[src/rtl/rank_pipe_rr.sv]
// rank_pipe_rr: buffers requests in order to the rank engine named by their op code,
// and collects engine results round-robin into an output FIFO.
module rank_pipe_rr #(
  parameter int NUM_RANK_OPS      = 4,
  parameter int RANK_CODE_BITS    = 2,
  parameter int META_WIDTH        = 16,
  parameter int FLOW_ID_WIDTH     = 16,
  parameter int FLOW_WEIGHT_WIDTH = 8,
  parameter int RANK_WIDTH        = 16,
  parameter int L2_IN_DEPTH       = 4,
  parameter int L2_OUT_DEPTH      = 4,
  parameter int DEFAULT_OP        = 0
) (
  input  logic                                     clk,
  input  logic                                     rst,
  output logic                                     busy,
  input  logic                                     insert,
  input  logic [META_WIDTH-1:0]                    meta_in,
  input  logic [RANK_CODE_BITS-1:0]                rank_op_in,
  input  logic [FLOW_ID_WIDTH-1:0]                 flowID_in,
  input  logic [FLOW_WEIGHT_WIDTH-1:0]             flow_weight_in,
  output logic [NUM_RANK_OPS-1:0]                  eng_insert,
  output logic [NUM_RANK_OPS*META_WIDTH-1:0]       eng_meta_in,
  output logic [NUM_RANK_OPS*FLOW_ID_WIDTH-1:0]    eng_flowID_in,
  output logic [NUM_RANK_OPS*FLOW_WEIGHT_WIDTH-1:0] eng_weight_in,
  input  logic [NUM_RANK_OPS-1:0]                  eng_busy,
  input  logic [NUM_RANK_OPS-1:0]                  eng_valid_out,
  input  logic [NUM_RANK_OPS*RANK_WIDTH-1:0]       eng_rank_out,
  input  logic [NUM_RANK_OPS*META_WIDTH-1:0]       eng_meta_out,
  output logic [NUM_RANK_OPS-1:0]                  eng_remove,
  input  logic                                     remove,
  output logic                                     valid_out,
  output logic [RANK_WIDTH-1:0]                    rank_out,
  output logic [META_WIDTH-1:0]                    meta_out,
  output logic [15:0]                              bad_op_count,
  output logic [15:0]                              drop_count
);
  localparam int CB = RANK_CODE_BITS;
  localparam int IW = CB + META_WIDTH + FLOW_ID_WIDTH + FLOW_WEIGHT_WIDTH;
  localparam int OW = RANK_WIDTH + META_WIDTH;
  localparam logic [CB:0] NOPS = (CB+1)'(NUM_RANK_OPS);
  localparam logic [CB-1:0] DEF_OP = CB'(DEFAULT_OP);
  localparam logic [L2_IN_DEPTH:0] IN_HI = (L2_IN_DEPTH+1)'((1 << L2_IN_DEPTH) - 1);
  localparam logic [L2_OUT_DEPTH:0] OUT_HI = (L2_OUT_DEPTH+1)'((1 << L2_OUT_DEPTH) - 1);
  logic [IW-1:0] in_mem [1 << L2_IN_DEPTH];
  logic [OW-1:0] out_mem [1 << L2_OUT_DEPTH];
  logic [L2_IN_DEPTH-1:0] in_wp, in_rp;
  logic [L2_IN_DEPTH:0] in_cnt;
  logic [L2_OUT_DEPTH-1:0] out_wp, out_rp;
  logic [L2_OUT_DEPTH:0] out_cnt;
  logic [CB-1:0] head_op, gnt, ptr;
  logic [META_WIDTH-1:0] head_meta;
  logic [FLOW_ID_WIDTH-1:0] head_flow;
  logic [FLOW_WEIGHT_WIDTH-1:0] head_w;
  logic [(1 << CB)-1:0] busy_x, vld_x;
  logic [OW-1:0] out_din;
  logic bad_op, in_wr, in_rd, out_wr, out_rd, any;
  assign busy = in_cnt >= IN_HI;
  assign in_wr = insert && !busy;
  assign bad_op = {1'b0, rank_op_in} >= NOPS;
  assign {head_op, head_meta, head_flow, head_w} = in_mem[in_rp];
  assign busy_x = (1 << CB)'(eng_busy);
  assign vld_x = (1 << CB)'(eng_valid_out);
  // head-of-line blocking: only the head may dispatch, and only to its own engine
  assign in_rd = in_cnt != 0 && !busy_x[head_op];
  assign valid_out = out_cnt != 0;
  assign out_rd = remove && valid_out;
  // a pop in the same cycle frees the slot, so a write at the threshold stays legal
  assign out_wr = rst && any && (out_cnt < OUT_HI || out_rd);
  assign {rank_out, meta_out} = valid_out ? out_mem[out_rp] : '0;
  for (genvar i = 0; i < NUM_RANK_OPS; i++) begin : g_eng
    assign eng_insert[i] = in_rd && head_op == CB'(i);
    assign eng_meta_in[i*META_WIDTH +: META_WIDTH] = eng_insert[i] ? head_meta : '0;
    assign eng_flowID_in[i*FLOW_ID_WIDTH +: FLOW_ID_WIDTH] = eng_insert[i] ? head_flow : '0;
    assign eng_weight_in[i*FLOW_WEIGHT_WIDTH +: FLOW_WEIGHT_WIDTH] = eng_insert[i] ? head_w : '0;
    assign eng_remove[i] = out_wr && gnt == CB'(i);
  end
  // scan downward from the farthest offset so the engine nearest the pointer wins
  always_comb begin
    logic [CB:0] s;
    s = '0;
    gnt = ptr;
    any = 1'b0;
    for (int k = NUM_RANK_OPS - 1; k >= 0; k--) begin
      s = {1'b0, ptr} + (CB+1)'(k);
      s = s >= NOPS ? s - NOPS : s;
      if (vld_x[s[CB-1:0]]) begin
        any = 1'b1;
        gnt = s[CB-1:0];
      end
    end
  end
  always_comb begin
    out_din = '0;
    for (int i = 0; i < NUM_RANK_OPS; i++)
      if (eng_remove[i]) out_din = {eng_rank_out[i*RANK_WIDTH +: RANK_WIDTH], eng_meta_out[i*META_WIDTH +: META_WIDTH]};
  end
  always_ff @(posedge clk) begin
    if (in_wr) in_mem[in_wp] <= {bad_op ? DEF_OP : rank_op_in, meta_in, flowID_in, flow_weight_in};
    if (out_wr) out_mem[out_wp] <= out_din;
  end
  always_ff @(posedge clk or negedge rst) begin
    if (!rst) begin
      in_wp <= '0;
      in_rp <= '0;
      in_cnt <= '0;
      out_wp <= '0;
      out_rp <= '0;
      out_cnt <= '0;
      ptr <= '0;
      bad_op_count <= '0;
      drop_count <= '0;
    end else begin
      if (in_wr) in_wp <= in_wp + 1;
      if (in_rd) in_rp <= in_rp + 1;
      in_cnt <= in_cnt + (L2_IN_DEPTH+1)'(in_wr) - (L2_IN_DEPTH+1)'(in_rd);
      if (out_wr) out_wp <= out_wp + 1;
      if (out_rd) out_rp <= out_rp + 1;
      out_cnt <= out_cnt + (L2_OUT_DEPTH+1)'(out_wr) - (L2_OUT_DEPTH+1)'(out_rd);
      if (out_wr) ptr <= ({1'b0, gnt} + (CB+1)'(1) == NOPS) ? '0 : gnt + CB'(1);
      if (in_wr && bad_op && bad_op_count != 16'hFFFF) bad_op_count <= bad_op_count + 1;
      if (insert && busy && drop_count != 16'hFFFF) drop_count <= drop_count + 1;
    end
  end
endmodule

[config.mk]
export PLATFORM = sky130hd
export DESIGN_NAME = rank_pipe_rr
export DESIGN_NICKNAME = d
export VERILOG_FILES = /design/src/rtl/rank_pipe_rr.sv
export SDC_FILE = /design/constraint.sdc
export NUM_CORES = 1
export LEC_CHECK = 0
export CAP_MARGIN = 40
export CELL_PAD_IN_SITES_DETAIL_PLACEMENT = 0
export CELL_PAD_IN_SITES_GLOBAL_PLACEMENT = 1
export CORE_UTILIZATION = 50
export CTS_BUF_LIST = sky130_fd_sc_hd__clkbuf_8
export CTS_CLUSTER_SIZE = 20
export DETAILED_ROUTE_END_ITERATION = 10
export GPL_ROUTABILITY_DRIVEN = 0
export MAX_ROUTING_LAYER = met4
export PLACE_DENSITY = 0.81
export SETUP_SLACK_MARGIN = 0.2
export SLEW_MARGIN = 15
export SYNTH_ARGS = -nofsm -noshare
export SYNTH_HDL_FRONTEND = slang
export SYNTH_SLANG_ARGS = --single-unit
[constraint.sdc]
create_clock -name clk -period 7.9 [get_ports clk]
set_input_delay 1.58 -clock clk [delete_from_list [all_inputs] [get_ports clk]]
set_output_delay 1.58 -clock clk [all_outputs]
set_load 0.05 [all_outputs]
# [Yosys cells after proc, flatten, opt, wreduce, memory -nomap -nowiden]
# Memories as Yosys holds them, arrays and structs flattened.
# Index checks and enable logic that the tools add are counted.
[word_totals] memories=2 latch_bits=0 output_inout_bits=234 regBits=44 ramBits=1184 romBits=0 in_bits=182
[memory_table] name="in_mem" words=16 width=42 read_ports=1 rd_clocked_by_memory_dff=0 write_ports=1 line="45" source="logic [IW-1:0] in_mem [1 << L2_IN_DEPTH];"
[memory_table] name="out_mem" words=16 width=32 read_ports=1 rd_clocked_by_memory_dff=0 write_ports=1 line="46" source="logic [OW-1:0] out_mem [1 << L2_OUT_DEPTH];"
[op_classes] div_mod_pow=0 n_eq_ne=8 n_reduce_logical=22 magnitude_cmp=11 multipliers=0 addsub=18 n_shift=0 mux=44 bitwise_logic=0
[op_table] cell="$mux W32" n=5
[op_table] cell="$mux W16" n=8
[op_table] cell="$mux W8" n=4
[op_table] cell="$mux W2" n=9
[op_table] cell="$add A16 B1 Y16 const B" n=1
[op_table] cell="$add A4 B1 Y4 const B" n=4
[op_table] cell="$ne A16 B16 Y1 const B" n=1
[op_table] cell="$logic_and A1 B1 Y1" n=15
[op_table] cell="$lt A2 B3 Y1 const B" n=5
[op_table] cell="$mux W1" n=13
[op_table] cell="$add A5 B1 Y5" n=2
[op_table] cell="$bmux W1 S2" n=5
[op_table] cell="$reduce_bool A5 Y1" n=2
[op_table] cell="$sub A5 B1 Y5" n=2
[op_table] cell="$ge A3 B3 Y1 const B" n=3
[op_table] cell="$eq A2 B2 Y1 const B" n=4
[op_table] cell="$sub A2 B1 Y2 const B" n=4
[op_table] cell="$add A2 B1 Y3 const B" n=2
[op_table] cell="$add A2 B2 Y3 const B" n=2
[op_table] cell="$ge A5 B4 Y1 const B" n=1
[op_table] cell="$lt A5 B4 Y1 const B" n=1
[op_table] cell="$eq A2 B1 Y1 const B" n=2
[op_table] cell="$logic_not A2 Y1" n=2
[op_table] cell="$eq A3 B3 Y1 const B" n=1
[op_table] cell="4 further kinds" n=5

# [Depth between registers and ports, before layout]
# Gate-level depths: netlist of the first run.
[logic_depth] ltp_word=16 mapped_depth=19 mapped_depth_nobuf=17

# [Worst setup path before layout of the first run]
# No wires, ideal clock.
[synth_timing] kind="input to register" from="input insert" to="memory in_mem[0][0] in the netlist's numbering (enable)" setup_time_ns=0.546 cell_stages=4 setup_slack_ns=1.297 path_buffers=1 required_ns=7.354 arrival_ns=6.057 path_cell_list="and2_1 > clkbuf_1 > inv_1 > nor4_1"
[synth_between] elab_chain_len=3
[synth_lines] item="start, declared" line="17" source="input logic insert,"
[synth_lines] item="$logic_and A1 B1 Y1" line="59" source="assign in_wr = insert && !busy;"
[synth_lines] item="$mux W1 (2 in a row)" line="99" source="if (in_wr) in_mem[in_wp] <= {bad_op ? DEF_OP : rank_op_in, meta_in, flowID_in, flow_weight_in};"
[synth_lines] item="end, declared" line="45"
# No other way between the ends.

# [Worst setup path after layout of the first run]
[layout_timing] from="register in_rp[2]" to="output eng_meta_in[62]"
[layout_between] elab_chain_len=7
[layout_lines] item="start, declared" line="47" source="logic [L2_IN_DEPTH-1:0] in_wp, in_rp;"
[layout_lines] item="start signal, assigned" line="115" source="if (in_rd) in_rp <= in_rp + 1;"
[layout_lines] item="$mem_v2 Z16 W42 *"
[layout_lines] item="$bmux W1 S2" line="65" source="assign in_rd = in_cnt != 0 && !busy_x[head_op];"
[layout_lines] item="$mux W1 (implied by the code)" line="65"
[layout_lines] item="$logic_not A1 Y1" line="65"
[layout_lines] item="$logic_and A1 B1 Y1" line="65"
[layout_lines] item="$logic_and A1 B1 Y1" line="72" source="assign eng_insert[i] = in_rd && head_op == CB'(i);"
[layout_lines] item="$mux W16 *" line="73" source="assign eng_meta_in[i*META_WIDTH +: META_WIDTH] = eng_insert[i] ? head_meta : '0;"
[layout_lines] item="end, declared" line="23" source="output logic [NUM_RANK_OPS*META_WIDTH-1:0] eng_meta_in,"
# Mark *: on every way between the ends. The rest lies on a longest branch, timed or not. The select of a mux whose other input is x is not followed.

==> results of run 1 <==
==> sequential cells by signal (all words and copies together), names as in the netlist <==
name        count
ptr             2
out_cnt         5
out_wp          4
in_wp           4
in_rp           4
out_mem       512
in_mem        672
in_cnt          5
out_rp          4
drop_count     16
==> final cells by class <==
cell class | count | area share (%)
inverter | 32 | 0.202
antenna | 12 | 0.0505
clock inverter | 150 | 1.55
multi-input combinational | 993 | 20.8
clock buffer | 189 | 4.37
timing repair buffer | 494 | 8.65
sequential | 1228 | 61.6
tap | 1287 | 2.71
==> per-layer routing <==
layer / vias up / GRT usage, %
met5: - / -
met4: 0 / 7.33
met3: 153 / 5.11
met2: 1151 / 38.5
met1: 13500 / 30.9
li1: 10800 / -
==> metrics by stage <==
stage	total power [W]	std cells	area [um2]	setup WS [ns]
floorplan	0.0147	2404	49800	1.30
global placement	0.0173	3989	55200	1.69
detailed placement	0.0177	4018	55800	1.66
CTS	0.0226	4357	59300	1.23
global route	0.0234	4384	59500	1.00
finish	0.0224	4385	59500	1.36
==> cells in the mapped netlist (all sizes together), types with 3 or more instances <==
| cell | n |
|---|---|
| edfxtp | 1184 |
| mux2 | 4 |
| and2 | 219 |
| mux2i | 38 |
| nor3b | 3 |
| xor2 | 7 |
| a21o | 3 |
| a21oi | 42 |
| ha | 31 |
| dfrtp | 44 |
| clkbuf | 85 |
| and3 | 43 |
| buf | 66 |
| nand4 | 10 |
| o21ai | 39 |
| nor2b | 5 |
| xnor2 | 26 |
| mux4 | 366 |
| nand3 | 9 |
| nor4 | 4 |
| nand2 | 54 |
| a22oi | 3 |
| inv | 32 |
| nor2 | 51 |
==> power by group through the flow <==
stage	Sequential, W	Clock [W]	Combinational, W
floorplan	0.00820	0	0.00648
global placement	0.00857	0	0.00877
detailed placement	0.00851	0	0.00915
CTS	0.00838	0.00504	0.00918
global route	0.00843	0.00531	0.00965
finish	0.00836	0.00493	0.00912
==> how the worst max path moves through the flow <==
stage	slack, ns	to
2_1_floorplan	1.30	in_mem[0][0]$_DFFE_PP_
3_3_place_gp	1.69	eng_remove[1]
3_5_place_dp	1.66	eng_remove[1]
4_1_cts	1.23	eng_meta_in[62]
5_1_grt	1.0	eng_flowID_in[59]
6_report	1.36	eng_meta_in[62]
==> kinds of logic after synthesis <==
group / Yosys count / share of synthesized area, %
DFF: 1228 / 73.7
muxes: 408 / 17.4
and+or+nand+nor: 406 / 4.64
buffers and inverters: 183 / 1.66
AOI/OAI and AO/OA: 97 / 1.09
adders and majority gates: 33 / 0.861
xor gates and xnor gates: 33 / 0.581
other: 1 / 0.00754
==> worst max-delay path, delay by kind of cell, from the launching register on <==
family,cells,cell delay [ns]
AO/OA/AOI/OAI,1,0.21
buffers and inverters,3,1.77
flip-flops,1,0.92
AND/OR/NAND/NOR,6,1.12
==> results.json, run 1 <==
{
  "clockBufferDepth": 3,
  "core-area_mm2": 0.0984,
  "grt_pass1_wl_um": 169000,
  "cp_slowest_cell": "dfrtp_4",
  "power.internal_w": 0.0142,
  "max_stage_delay_ns": 0.92,
  "rr_endpoint": "in_cnt[4]$_DFF_PN0_",
  "routed_wl_um": 115000,
  "dieArea_mm2": 0.101,
  "grt_overflow": 0,
  "synth_edf_count": 1184,
  "hold_buffers": 0,
  "multi_input_area_mm2": 0.0124,
  "syn_avg_cell_area_um2": 20.8,
  "reg2reg_slack_ns": 3.59,
  "finClkSkew_ns": 0.0509,
  "io-pin-count": 416,
  "drt_pass1_iterations": 5,
  "finalNetCount": 3153,
  "path_cells": "buf_4, nor2_1, a22oi_1, nand4b_1, nand2_2, nand2_1, nor3b_4, buf_4, and2_1, clkdlybuf4s50_1",
  "final_common_cell": "edfxtp_1",
  "antenna_found_initial": 13,
  "rsz0062_at_grt": "false",
  "finalSetupTns_ns": 0,
  "ir_drop_mv": 0.365,
  "drtAntennaViolNets": 0,
  "min_path_type": "flop to flop",
  "port-buffer-count": 399,
  "arrival_ns": 4.96,
  "clock-sinks": 1228,
  "drt-initial-drc-count": 2517,
  "area_delta_synth_final_pct": 19.7,
  "syn_inst": 2389,
  "slew_headroom_pct": 36.3,
  "fmax_mhz": 153,
  "cp_max_fo": 41,
  "dieHeight_um": 317,
  "slew_viol_final": 0,
  "crit_path_end_kind": "output port",
  "cpMostUsedCell": "buf_4",
  "drcViolationCount": 0,
  "yosys-top-cells-area": "edfxtp_1 72%, mux4_2 17%, and2_1 2.8%, dfrtp_1 2.2%, ha_1 0.78%",
  "ys_types": 54,
  "min_to": "drop_count[5]$_DFFE_PN0P_",
  "yosysTopAreaCell": "edfxtp_1",
  "post-cts-setup-buffer-count": 0,
  "ys_ff_latch": 1228,
  "layout_common_cells": "1184 x edfxtp_1, 398 x clkdlybuf4s50_1, 366 x mux4_2",
  "yosysTopAreaCellShare_pct": 71.5,
  "async_reset_ff_share_pct": 3.58,
  "yosysSeqAreaShare_pct": 73.7,
  "min_period_ns": 6.54,
  "initial_core_util_pct": 50.5,
  "power.leakage_nw": 19.9,
  "hold_ws_ns": 0.503,
  "outcome": "completed",
  "die_x_um": 317,
  "cts_tree": "yes",
  "cellPowerDensity_mw_per_mm2": 377,
  "maxCapViolations": 0,
  "worst-setup-path-type": "flop to output port",
  "cts.repair.resized": 0,
  "final_util_pct": 60.5,
  "wl_met2_um": 58100,
  "hold_viol": 0,
  "drive_above_1_share_pct": 23.8,
  "track_usage_pct": 24.0,
  "syn-cell-area_mm2": 0.0497,
  "dp_hpwl_um": 67900,
  "wl_per_cell_um": 26.2,
  "fillers": 6949,
  "p_seq_share_pct": 37.3,
  "cts.reportedPaths.clkPinSlew_ns": 0.06,
  "post-route-period-util_pct": 82.8,
  "critical_path_required_ns": 6.32,
  "worst_slew_pin_slew_ns": 0.953,
  "cts_max_level": 4,
  "wl_met1_um": 45000,
  "finalSetupViolations": 0,
  "critPathLaunchType": "flop",
  "routed-wl-met3_um": 9510,
  "numCtsBuffers": 189,
  "via_count": 25600,
  "clock-root-buffer": "clkbuf_8",
  "p_clk_share_pct": 22.0,
  "synth_warnings": 0,
  "synthFlopType": "edfxtp_1",
  "top_layer": "met4",
  "grt_max_degree": 101,
  "via_per_inst": 5.84,
  "reg2reg_depth": 18,
  "grt_pass1_vias": 26600,
  "worst_hold_startpoint": "drop_count[5]$_DFFE_PN0P_",
  "netSwitchingPower_w": 0.00823,
  "switching_share_pct": 36.7,
  "rows": 115,
  "crit_start": "in_rp[2]$_DFFE_PN0P_",
  "regArea_mm2": 0.0367,
  "combPwrFrac_pct": 40.7,
  "r2r-start": "in_rp[2]$_DFFE_PN0P_",
  "worstHoldPathCells": 1,
  "clk_latency_ns": 0.87
}
(Power assumes the default switching activity.)
==> inputs of run 2 (changes only) <==
Clock period 7.9 ns to 6.75 ns, I/O delays scaled along.
==> run 2 against run 1 <==
Hold slack worse by 0.013 ns. Final cell count hardly changed. Total power is 17% higher. Clock power is 16% higher. Clock-buffer cell count is 10 higher. Sequential share of layout area hardly changed. Combinational power is 18% higher. Cell area hardly changed. Sequential cell count stayed put. Critical path depth is 1 lower. Highest routed layer unchanged. Critical path type unchanged.
==> results.json, run 2 (same netlist as run 1, synthesis figures left out) <==
{
  "outcome": "completed",
  "ir_drop_mv": 0.342,
  "largest-register": "in_mem",
  "fillers": 6868,
  "rr_endpoint": "in_cnt[4]$_DFF_PN0_",
  "r2r-start": "in_rp[2]$_DFFE_PN0P_",
  "drcViolationCount": 0,
  "wl_per_cell_um": 26.3,
  "rows": 115,
  "slew_headroom_pct": 38.3,
  "cts.repair.resized": 0,
  "cellPowerDensity_mw_per_mm2": 441,
  "routed_wl_um": 115000,
  "clock-sinks": 1228,
  "dieArea_mm2": 0.101,
  "critPathLaunchType": "flop",
  "totalPowerFinal_w": 0.0263,
  "drive_above_1_share_pct": 24.3,
  "antenna_found_initial": 10,
  "initial_core_util_pct": 50.5,
  "drt_pass1_iterations": 5,
  "cts_tree": "yes",
  "dp_hpwl_um": 68600,
  "rsz0062_at_grt": "false",
  "largest_reg_flops": 672,
  "maxCapViolations": 0,
  "cts.reportedPaths.clkPinSlew_ns": 0.07,
  "arrival_ns": 4.67,
  "clk_latency_ns": 0.87,
  "hold_viol": 0,
  "via_per_inst": 5.80,
  "worstHoldPathCells": 1,
  "die_x_um": 317,
  "worst_hold_startpoint": "drop_count[10]$_DFFE_PN0P_",
  "via_count": 25400,
  "post-route-period-util_pct": 89.2,
  "cts_max_level": 4,
  "slew_viol_final": 0,
  "min_to": "drop_count[10]$_DFFE_PN0P_",
  "grt_pass1_vias": 26700,
  "power.leakage_nw": 19.9,
  "numCtsBuffers": 190,
  "reg2reg_depth": 17,
  "drt-initial-drc-count": 2393,
  "min_period_ns": 6.02,
  "finClkSkew_ns": 0.0466,
  "drtAntennaViolNets": 0,
  "finalSetupViolations": 0,
  "post-cts-setup-buffer-count": 0,
  "critical_path_required_ns": 5.40,
  "finalNetCount": 3160,
  "clock-root-buffer": "clkbuf_8",
  "clockBufferDepth": 3,
  "layout_common_cells": "1184 x edfxtp_1, 397 x clkdlybuf4s50_1, 366 x mux4_2",
  "min_path_type": "flop to flop",
  "worst_slew_pin_slew_ns": 0.922,
  "final_common_cell": "edfxtp_1",
  "cp_max_fo": 41,
  "fmax_mhz": 166,
  "area_delta_synth_final_pct": 19.8,
  "grt_max_degree": 105,
  "grt_pass1_wl_um": 169000,
  "port-buffer-count": 399,
  "crit_path_end_kind": "output port",
  "dieHeight_um": 317,
  "reg2reg_slack_ns": 2.71,
  "io-pin-count": 416,
  "track_usage_pct": 23.9,
  "grt_overflow": 0,
  "reg_top3": "in_mem x672, out_mem x512, drop_count x16",
  "core-area_mm2": 0.0984,
  "hold_buffers": 0,
  "finalSetupTns_ns": 0,
  "worst-setup-path-type": "flop to output port"
}
## run 2: stage by stage
step / utilization [%] / worst slack [ns] / hold slack [ns] / instances / cell area, um2
2_1_floorplan: - / 0.377 / 0.472 / 2404 / 49800
3_3_place_gp: 56.2 / 1.13 / 0.476 / 3997 / 55300
3_5_place_dp: 56.8 / 1.12 / 0.485 / 4025 / 55900
4_1_cts: 60.3 / 0.508 / 0.493 / 4356 / 59300
5_1_grt: 60.5 / 0.476 / 0.516 / 4380 / 59500
6_report: 60.5 / 0.732 / 0.490 / 4383 / 59500
## run 2: layer usage
layer	wire, um	GRT usage (%)	vias to the layer above
li1	-	-	10800
met1	44700	30.3	13200
met2	58900	39.0	1172
met3	9130	5.00	188
met4	2600	7.44	0
met5	0	-	-
## run 2: area by class of cell
class | count | area (um2) | area share [%]
sequential | 1228 | 36700 | 61.6
inverter | 32 | 120 | 0.202
multi-input combinational | 993 | 12400 | 20.8
clock inverter | 132 | 747 | 1.25
clock buffer | 199 | 2740 | 4.60
tap | 1287 | 1610 | 2.70
timing repair buffer | 500 | 5220 | 8.77
antenna | 12 | 30.0 | 0.0504
## run 2: worst max-delay path: stages (launching register included)
cell and delay, ns:
dfrtp_4 0.85, mux4_2 0.57, nor2b_1 0.15, a211oi_2 0.25, a21oi_2 0.13, nor2b_2 0.20, nor3b_4 0.19, buf_4 0.37
and2_1 0.22, clkdlybuf4s50_1 0.82
## run 2: where the power goes
group,switching [W],total (W),internal (W)
clock,0.00280,0.00573,0.00293
sequential,0.000503,0.00974,0.00924
combinational,0.00629,0.0108,0.00450
total,0.00960,0.0263,0.0167
## run 2: worst max-delay path by stage
stage	startpoint	end
6_report	in_rp[0]$_DFFE_PN0P_	eng_meta_in[1]
5_1_grt	in_rp[0]$_DFFE_PN0P_	eng_meta_in[13]
4_1_cts	in_rp[0]$_DFFE_PN0P_	eng_flowID_in[57]
3_5_place_dp	eng_valid_out[2]	eng_remove[3]
3_3_place_gp	eng_valid_out[3]	eng_remove[3]
2_1_floorplan	insert	in_mem[0][0]$_DFFE_PP_
